## src/rtl/pwm_multi.sv

```systemverilog
// Multi-channel PWM generator: shared prescaler and edge/center-aligned counter,
// per-channel double-buffered duty registers that swap glitch-free at each wrap.
module pwm_multi #(
   parameter int WIDTH    = 8,
   parameter int CHANNELS = 4,
   parameter int PRESC_W  = 8
) (
   input  logic                        clk,
   input  logic                        rst,
   input  logic                        en,
   input  logic                        center_mode,
   input  logic [PRESC_W-1:0]          prescale,
   input  logic [WIDTH-1:0]            period,
   input  logic                        duty_wr,
   input  logic [$clog2(CHANNELS)-1:0] duty_sel,
   input  logic [WIDTH-1:0]            duty_data,
   output logic [CHANNELS-1:0]         pwm_out,
   output logic                        cycle_start,
   output logic [WIDTH-1:0]            count
);

   localparam logic [WIDTH-1:0]   CNT_ONE   = WIDTH'(1);
   localparam logic [PRESC_W-1:0] PRESC_ONE = PRESC_W'(1);

   // Counter direction is the only FSM state; it is observable as dir_q.
   typedef enum logic {
      DIR_UP   = 1'b0,
      DIR_DOWN = 1'b1
   } dir_t;

   logic [PRESC_W-1:0] presc_q;
   logic [WIDTH-1:0]   count_q;
   logic [WIDTH-1:0]   count_nxt;
   dir_t               dir_q;
   dir_t               dir_nxt;
   logic               mode_q;
   logic               cs_q;
   logic               tick;
   logic               wrap;

   logic [WIDTH-1:0]   shadow_q   [CHANNELS];
   logic [WIDTH-1:0]   shadow_nxt [CHANNELS];
   logic [WIDTH-1:0]   active_q   [CHANNELS];

   // Using >= lets a runtime prescale reduction take effect without a full rollover.
   assign tick = en && (presc_q >= prescale);

   always_comb begin
      count_nxt = count_q;
      dir_nxt   = dir_q;
      if (!mode_q) begin
         count_nxt = (count_q >= period) ? '0 : count_q + CNT_ONE;
         dir_nxt   = DIR_UP;
      end else if (dir_q == DIR_UP) begin
         if (count_q >= period) begin
            count_nxt = (count_q == '0) ? '0 : count_q - CNT_ONE;
            dir_nxt   = DIR_DOWN;
         end else begin
            count_nxt = count_q + CNT_ONE;
         end
      end else begin
         count_nxt = count_q - CNT_ONE;
      end
      // Reaching zero always ends a center-aligned period and restarts upward.
      if (count_nxt == '0) begin
         dir_nxt = DIR_UP;
      end
   end

   assign wrap = tick && (count_nxt == '0);

   always_ff @(posedge clk or posedge rst) begin
      if (rst) begin
         presc_q <= '0;
         count_q <= '0;
         dir_q   <= DIR_UP;
         mode_q  <= 1'b0;
         cs_q    <= 1'b0;
      end else if (!en) begin
         presc_q <= '0;
         count_q <= '0;
         dir_q   <= DIR_UP;
         mode_q  <= center_mode;
         cs_q    <= 1'b0;
      end else begin
         presc_q <= tick ? '0 : presc_q + PRESC_ONE;
         if (tick) begin
            count_q <= count_nxt;
            dir_q   <= dir_nxt;
         end
         cs_q <= wrap;
      end
   end

   // duty_wr is a one-cycle strobe with no back-pressure: every asserted cycle is
   // accepted, and a write coinciding with a wrap is forwarded into the active copy.
   always_comb begin
      for (int i = 0; i < CHANNELS; i++) begin
         shadow_nxt[i] = (duty_wr && (int'(duty_sel) == i)) ? duty_data : shadow_q[i];
      end
   end

   always_ff @(posedge clk or posedge rst) begin
      if (rst) begin
         for (int i = 0; i < CHANNELS; i++) begin
            shadow_q[i] <= '0;
            active_q[i] <= '0;
         end
      end else begin
         for (int i = 0; i < CHANNELS; i++) begin
            shadow_q[i] <= shadow_nxt[i];
            if (!en || wrap) begin
               active_q[i] <= shadow_nxt[i];
            end
         end
      end
   end

   always_comb begin
      for (int i = 0; i < CHANNELS; i++) begin
         pwm_out[i] = en && (count_q < active_q[i]);
      end
   end

   assign cycle_start = cs_q;
   assign count       = count_q;

endmodule
```

## config.mk

```make
export PLATFORM = sky130hd
export DESIGN_NAME = pwm_multi
export DESIGN_NICKNAME = d
export VERILOG_FILES = /design/src/rtl/pwm_multi.sv
export SDC_FILE = /design/constraint.sdc
export NUM_CORES = 1
export LEC_CHECK = 0
export BUFFER_PORTS_ARGS = -buffer_cell sky130_fd_sc_hd__buf_4
export CAP_MARGIN = 25
export CELL_PAD_IN_SITES_DETAIL_PLACEMENT = 1
export CELL_PAD_IN_SITES_GLOBAL_PLACEMENT = 2
export CORE_ASPECT_RATIO = 0.8
export CORE_MARGIN = 10
export CORE_UTILIZATION = 40
export DETAILED_ROUTE_END_ITERATION = 12
export HOLD_SLACK_MARGIN = 0.05
export PLACE_DENSITY_LB_ADDON = 0.1
export SLEW_MARGIN = 20
export SYNTH_ARGS = -nofsm -noshare
export SYNTH_HDL_FRONTEND = slang
export SYNTH_SLANG_ARGS = --single-unit
export TNS_END_PERCENT = 30
```

## constraint.sdc

```tcl
create_clock -name clk -period 4.59 [get_ports clk]
set_input_delay 1.377 -clock clk [delete_from_list [all_inputs] [get_ports clk]]
set_output_delay 1.377 -clock clk [all_outputs]
set_load 0.01 [all_outputs]
```

Word level (Yosys, flattened, before mapping)
Cells that the tools add are included.

operators by class
  reductions and logical operators = 15
  equal/unequal tests = 4
  magnitude comparators = 6
  muxes and demuxes = 20
  add/subtract/negate cells = 3

operators by type and width
  operator                                               number
  two-way mux 8 bit                                      13
  < comparator 8 bit                                     4
  adder 8 x 1 -> 8 bit, second input constant            2
  greater-or-equal comparator 8 bit                      2
  zero test 8 bit                                        2
  logical AND 1 bit                                      10
  subtractor 8 x 1 -> 8 bit, second input constant       1
  two-way mux 1 bit                                      7
  == test 2 bit, second input constant                   2
  == test 2 x 1 -> 1 bit, second input constant          1
  zero test 2 bit                                        1
  inequality test 2 x 1 -> 1 bit, second input constant  1
  zero test 1 bit                                        1
  logical OR 1 bit                                       1

word-level totals
  bits in registers = 83
  input port bits = 31
  output and inout bits = 13

Logic depth before layout (Yosys ltp)
  depth after elaboration = 9
  mapped depth = 14
  depth with buffers taken out = 10

Worst setup path before layout
OpenSTA, ideal clock, no wires.

  kind = input port to flip-flop
  start = input port period[0]
  end = register active_q[10] in the netlist's numbering
  data arrival time = 3864 ps
  stages = 12
  path buffers = 3
  setup slack = 601 ps
  cells stage by stage = ha_1 nand2b_4 a2111oi_2 o211a_1 or2_2 buf_4 o221ai_1 a22o_1 o31a_1 buf_6 buf_6 mux2_4

between the ends
  cells in the longest elaborated chain, start to end = 7
  elaborated cells between the ends (all ways) = 8

ends and longest elaborated chain
  item                                   RTL line  source
  from (decl)                            13        input logic [WIDTH-1:0] period,
  greater-or-equal comparator 8 bit (*)  52, 55
  two-way mux 8 bit                      55        if (count_q >= period) begin
  two-way mux 8 bit                      54        end else if (dir_q == DIR_UP) begin
  two-way mux 8 bit (*)                  51        if (!mode_q) begin
  zero test 8 bit (*)                    70        assign wrap = tick && (count_nxt == '0);
  logical AND 1 bit (*)                  70
  logical OR 1 bit (*)                   112       if (!en || wrap) begin
  to (signal, indexed assignment)        113       active_q[i] <= shadow_nxt[i];
  to (decl)                              43        logic [WIDTH-1:0] active_q [CHANNELS];

Mark *: on every way between the ends. The rest lies on a longest branch, timed or not.
A chain may end at the register's enable or synchronous reset.

Worst setup path after layout
  start = register count_q[1] (netlist: count[1])
  end = output port pwm_out[0]

between the ends
  cells in the longest elaborated chain, start to end = 2

ends and longest elaborated chain
  item                    RTL line  source
  from (decl)             32        logic [WIDTH-1:0] count_q;
  from (signal assigned)  88        count_q <= count_nxt;
  < comparator 8 bit      121       pwm_out[i] = en && (count_q < active_q[i]);
  logical AND 1 bit       121
  to (decl)               17        output logic [CHANNELS-1:0] pwm_out,

Every way passes these cells.

==> impl_metrics.toml <==
[yosys]
synthesis.area_um2 = 4860
yosys_most_used_dff = "dfrtp_1"
avgSynthCellArea_um2 = 11.4
async_flop_share_pct = 100
yosysWarningCount = 0
synthCells = 428
seq_area_frac_synth_pct = 42.7
synth_edf_count = 0
synth_nets = 507
ys_types = 58
ys_seq_elements = 83

[die]
die_width_um = 143
rows = 35
core_area_um2 = 11700
die_area_um2 = 17000
io_pins = 44
die_height_um = 119
start_util_pct = 41.6

[timing]
min_period_ns = 4.40
relSlewSlack_pct = 53.0
post-route-period-util_pct = 95.8
setup_violations = 0
worst-slew-pin-transition_ns = 0.705
rsz0062_at_grt = "false"
drv_slew = 0
fmax_ghz = 0.228
hold_viol_final = 0
fin_worst_skew_ns = 0.00845
finalSetupTns_ns = 0
worst_slack_ns = 0.195

[detailed_routing]
first_pass_iters = 4
viasPerCell = 5.28
drc_errors = 0
drt_first_iter_violations = 115
finalWirelength_um = 11800
vias = 3316
wl_per_cell_um = 18.7
antenna_left = 0

[clocking]
ctsHoldBuffers = 0
cts_resized = 0
cts_tree = "built"
cts_buffer_depth = 2
path_clk_slew_ns = 0.06
cts.sinks = 83
postCtsSetupBuffers = 0
cts_buffers = 9
cts-root-buf = "clkbuf_16"
cts-htree-levels = 3
insertion_delay_ns = 0.34

[critical_path]
crit_fanout = 11
path_common_cell = "a21o_1"
crit_path_top_delay_cell = "dfrtp_1"
required_ns = 3.21
critical_path_class = "reg -> out"
critPathMaxStageDelay_ns = 0.65
crit_chain = "ha_1, a21o_1, a21o_1, a21o_1, a21o_1, a21o_1, a21o_1, a211oi_1, buf_4"
endpoint_kind = "output pin"
critical_path_arrival_ns = 3.02
cp-start-kind = "flip-flop"

[placed_design]
hpwl_um = 8620
portBuffers = 43
place_ws_ns = 0.188
globalplace.congestion = 0.778

[hold_path]
hp-class = "reg -> reg"

[global_route]
grt.overflow.total = 0
grt.total_usage_pct = 14.2
antenna_found_initial = 0
grt_pass1_wl_um = 19200
grt_max_degree = 47
first_global_vias = 3628

[cells_and_area]
n_fill_cell = 1244
synthToLayoutAreaGrowth_pct = 17.0
n_antenna_cell = 0
final_net_count = 555
drive_gt1_share_pct = 28.1

[power]
p_per_area_nw_per_um2 = 371
cellLeakagePower_uw = 0.00304
ir_drop_mv = 0.193

[run]
drv_cap = 0

[run_status]
outcome = "finished clean"
==> layer usage <==
metal  vias to the layer above  track usage [%]  share of wire [%]
met5                         -                0                  0
li1                       1606                -                  -
met1                      1670             19.3                 50
met2                        32             22.0                 46
met3                         8             3.44                3.1
met4                         0             3.95               0.98
==> cell type report <==
cell class	instances	area [um^2]	share of cell area, %
Multi-Input combinational cell	281	2510	44.1
Sequential cell	83	2080	36.5
Timing Repair Buffer	49	380	6.68
Clock buffer	9	225	3.96
Inverter	52	196	3.45
Tap cell	148	185	3.25
Clock inverter	6	115	2.02
==> report_power, final <==
group / total (uW) / switching, uW / internal (uW)
Clock: 821 / 291 / 530
Sequential: 915 / 59.5 / 856
Combinational: 375 / 159 / 216
==> sequential cells by signal (all words and copies together) (netlist names) <==
name and flops:
cycle_start 1, mode_q 1, presc_q 8, count 8
shadow_q 32, dir_q 1, active_q 32
==> kinds of logic (layout without fill, tap and decap cells) <==
group / Yosys count / count (layout) / synth area share [%]
adder cells (fa/ha/maj): 48 / 48 / 12.3
XOR/XNOR: 9 / 9 / 1.62
AO/OA/AOI/OAI: 79 / 79 / 11.9
AND/OR/NAND/NOR: 80 / 80 / 8.46
flip-flops: 83 / 83 / 42.7
buffers and inverters: 64 / 116 / 5.69
multiplexers: 65 / 65 / 17.3
==> cell usage after synthesis, types with 2 or more instances <==
library cell  number  share of area (%)
ha_1              48                 12
a221o_1            2               0.41
inv_2              2               0.15
a21oi_1           14                1.4
inv_1             50                3.9
nand3b_1           3               0.46
nand2b_1           6               0.77
a21o_1            26                4.0
dfrtp_1           83                 43
a211oi_1           5               0.77
buf_2              2               0.21
nand2_1           18                1.4
nand3_1           11                1.1
nor4_1             2               0.26
clkbuf_1           5               0.39
xnor2_1            6                1.1
xor2_1             3               0.54
mux2_4            29                9.0
o21ai_0            5               0.51
o22ai_1            2               0.26
buf_6              4               0.93
o31ai_1            2               0.31
o221ai_1           3               0.54
mux2_1             3               0.69
nor3b_1            3               0.46
and3_1             6               0.77
mux2_2            33                7.6
nor2_1            17                1.3
nor3_1             5               0.51
or3_1              2               0.26
==> critical path: cells and delay by family (launching register included) <==
kind	cells	cell delay (ns)
AOI/OAI and AO/OA	7	1.50
DFF	1	0.65
adders and majority gates	1	0.32
buffers and inverters	1	0.21
==> through the flow <==
stage | hold slack (ns) | utilization, % | cell area, um^2 | total power, uW | instances
2_1_floorplan | 0.446 | - | 4860 | 1190 | 428
3_3_place_gp | 0.475 | 45.8 | 5350 | 1280 | 613
3_5_place_dp | 0.485 | 45.8 | 5350 | 1310 | 613
4_1_cts | 0.500 | 48.7 | 5690 | 2150 | 628
5_1_grt | 0.509 | 48.7 | 5690 | 2230 | 628
6_report | 0.497 | 48.7 | 5690 | 2110 | 628
==> path summary, 6_finish.rpt <==
path | startpoint | endpoint | slack, ns | cells past startpoint
hold / removal | shadow_q[16] | shadow_q[16] | 0.50 | 1
min in group asynchronous | rst | shadow_q[21] | 1.12 | 2
setup reg to reg | count[0] | active_q[23] | 0.94 | 11
setup / recovery | count[1] | pwm_out[0] | 0.19 | 9
hold reg to reg | shadow_q[16] | shadow_q[16] | 0.50 | 1
max in group asynchronous | rst | active_q[24] | 2.44 | 3
==> cell usage in the layout (no fill, tap or decap), drive strengths merged, types with 2 or more instances in the layout <==
cell type / synthesis / routed
ha: 48 / 48
clkbuf: 5 / 9
a21oi: 14 / 14
o22ai: 2 / 2
nor3: 5 / 5
xnor2: 6 / 6
o31ai: 2 / 2
nor3b: 3 / 3
a221o: 2 / 2
bufinv: 0 / 3
o221ai: 3 / 3
nand2: 18 / 18
inv: 52 / 51
nand3: 11 / 11
nand2b: 7 / 7
or2: 2 / 2
mux2: 65 / 65
clkinv: 0 / 3
and3: 6 / 6
dfrtp: 83 / 83
nand3b: 3 / 3
a21o: 26 / 26
buf: 7 / 49
or3: 2 / 2
o21ai: 6 / 6
nor4: 2 / 2
nor2: 18 / 18
xor2: 3 / 3
a211oi: 6 / 6
Power figures use the tool's default switching activity.
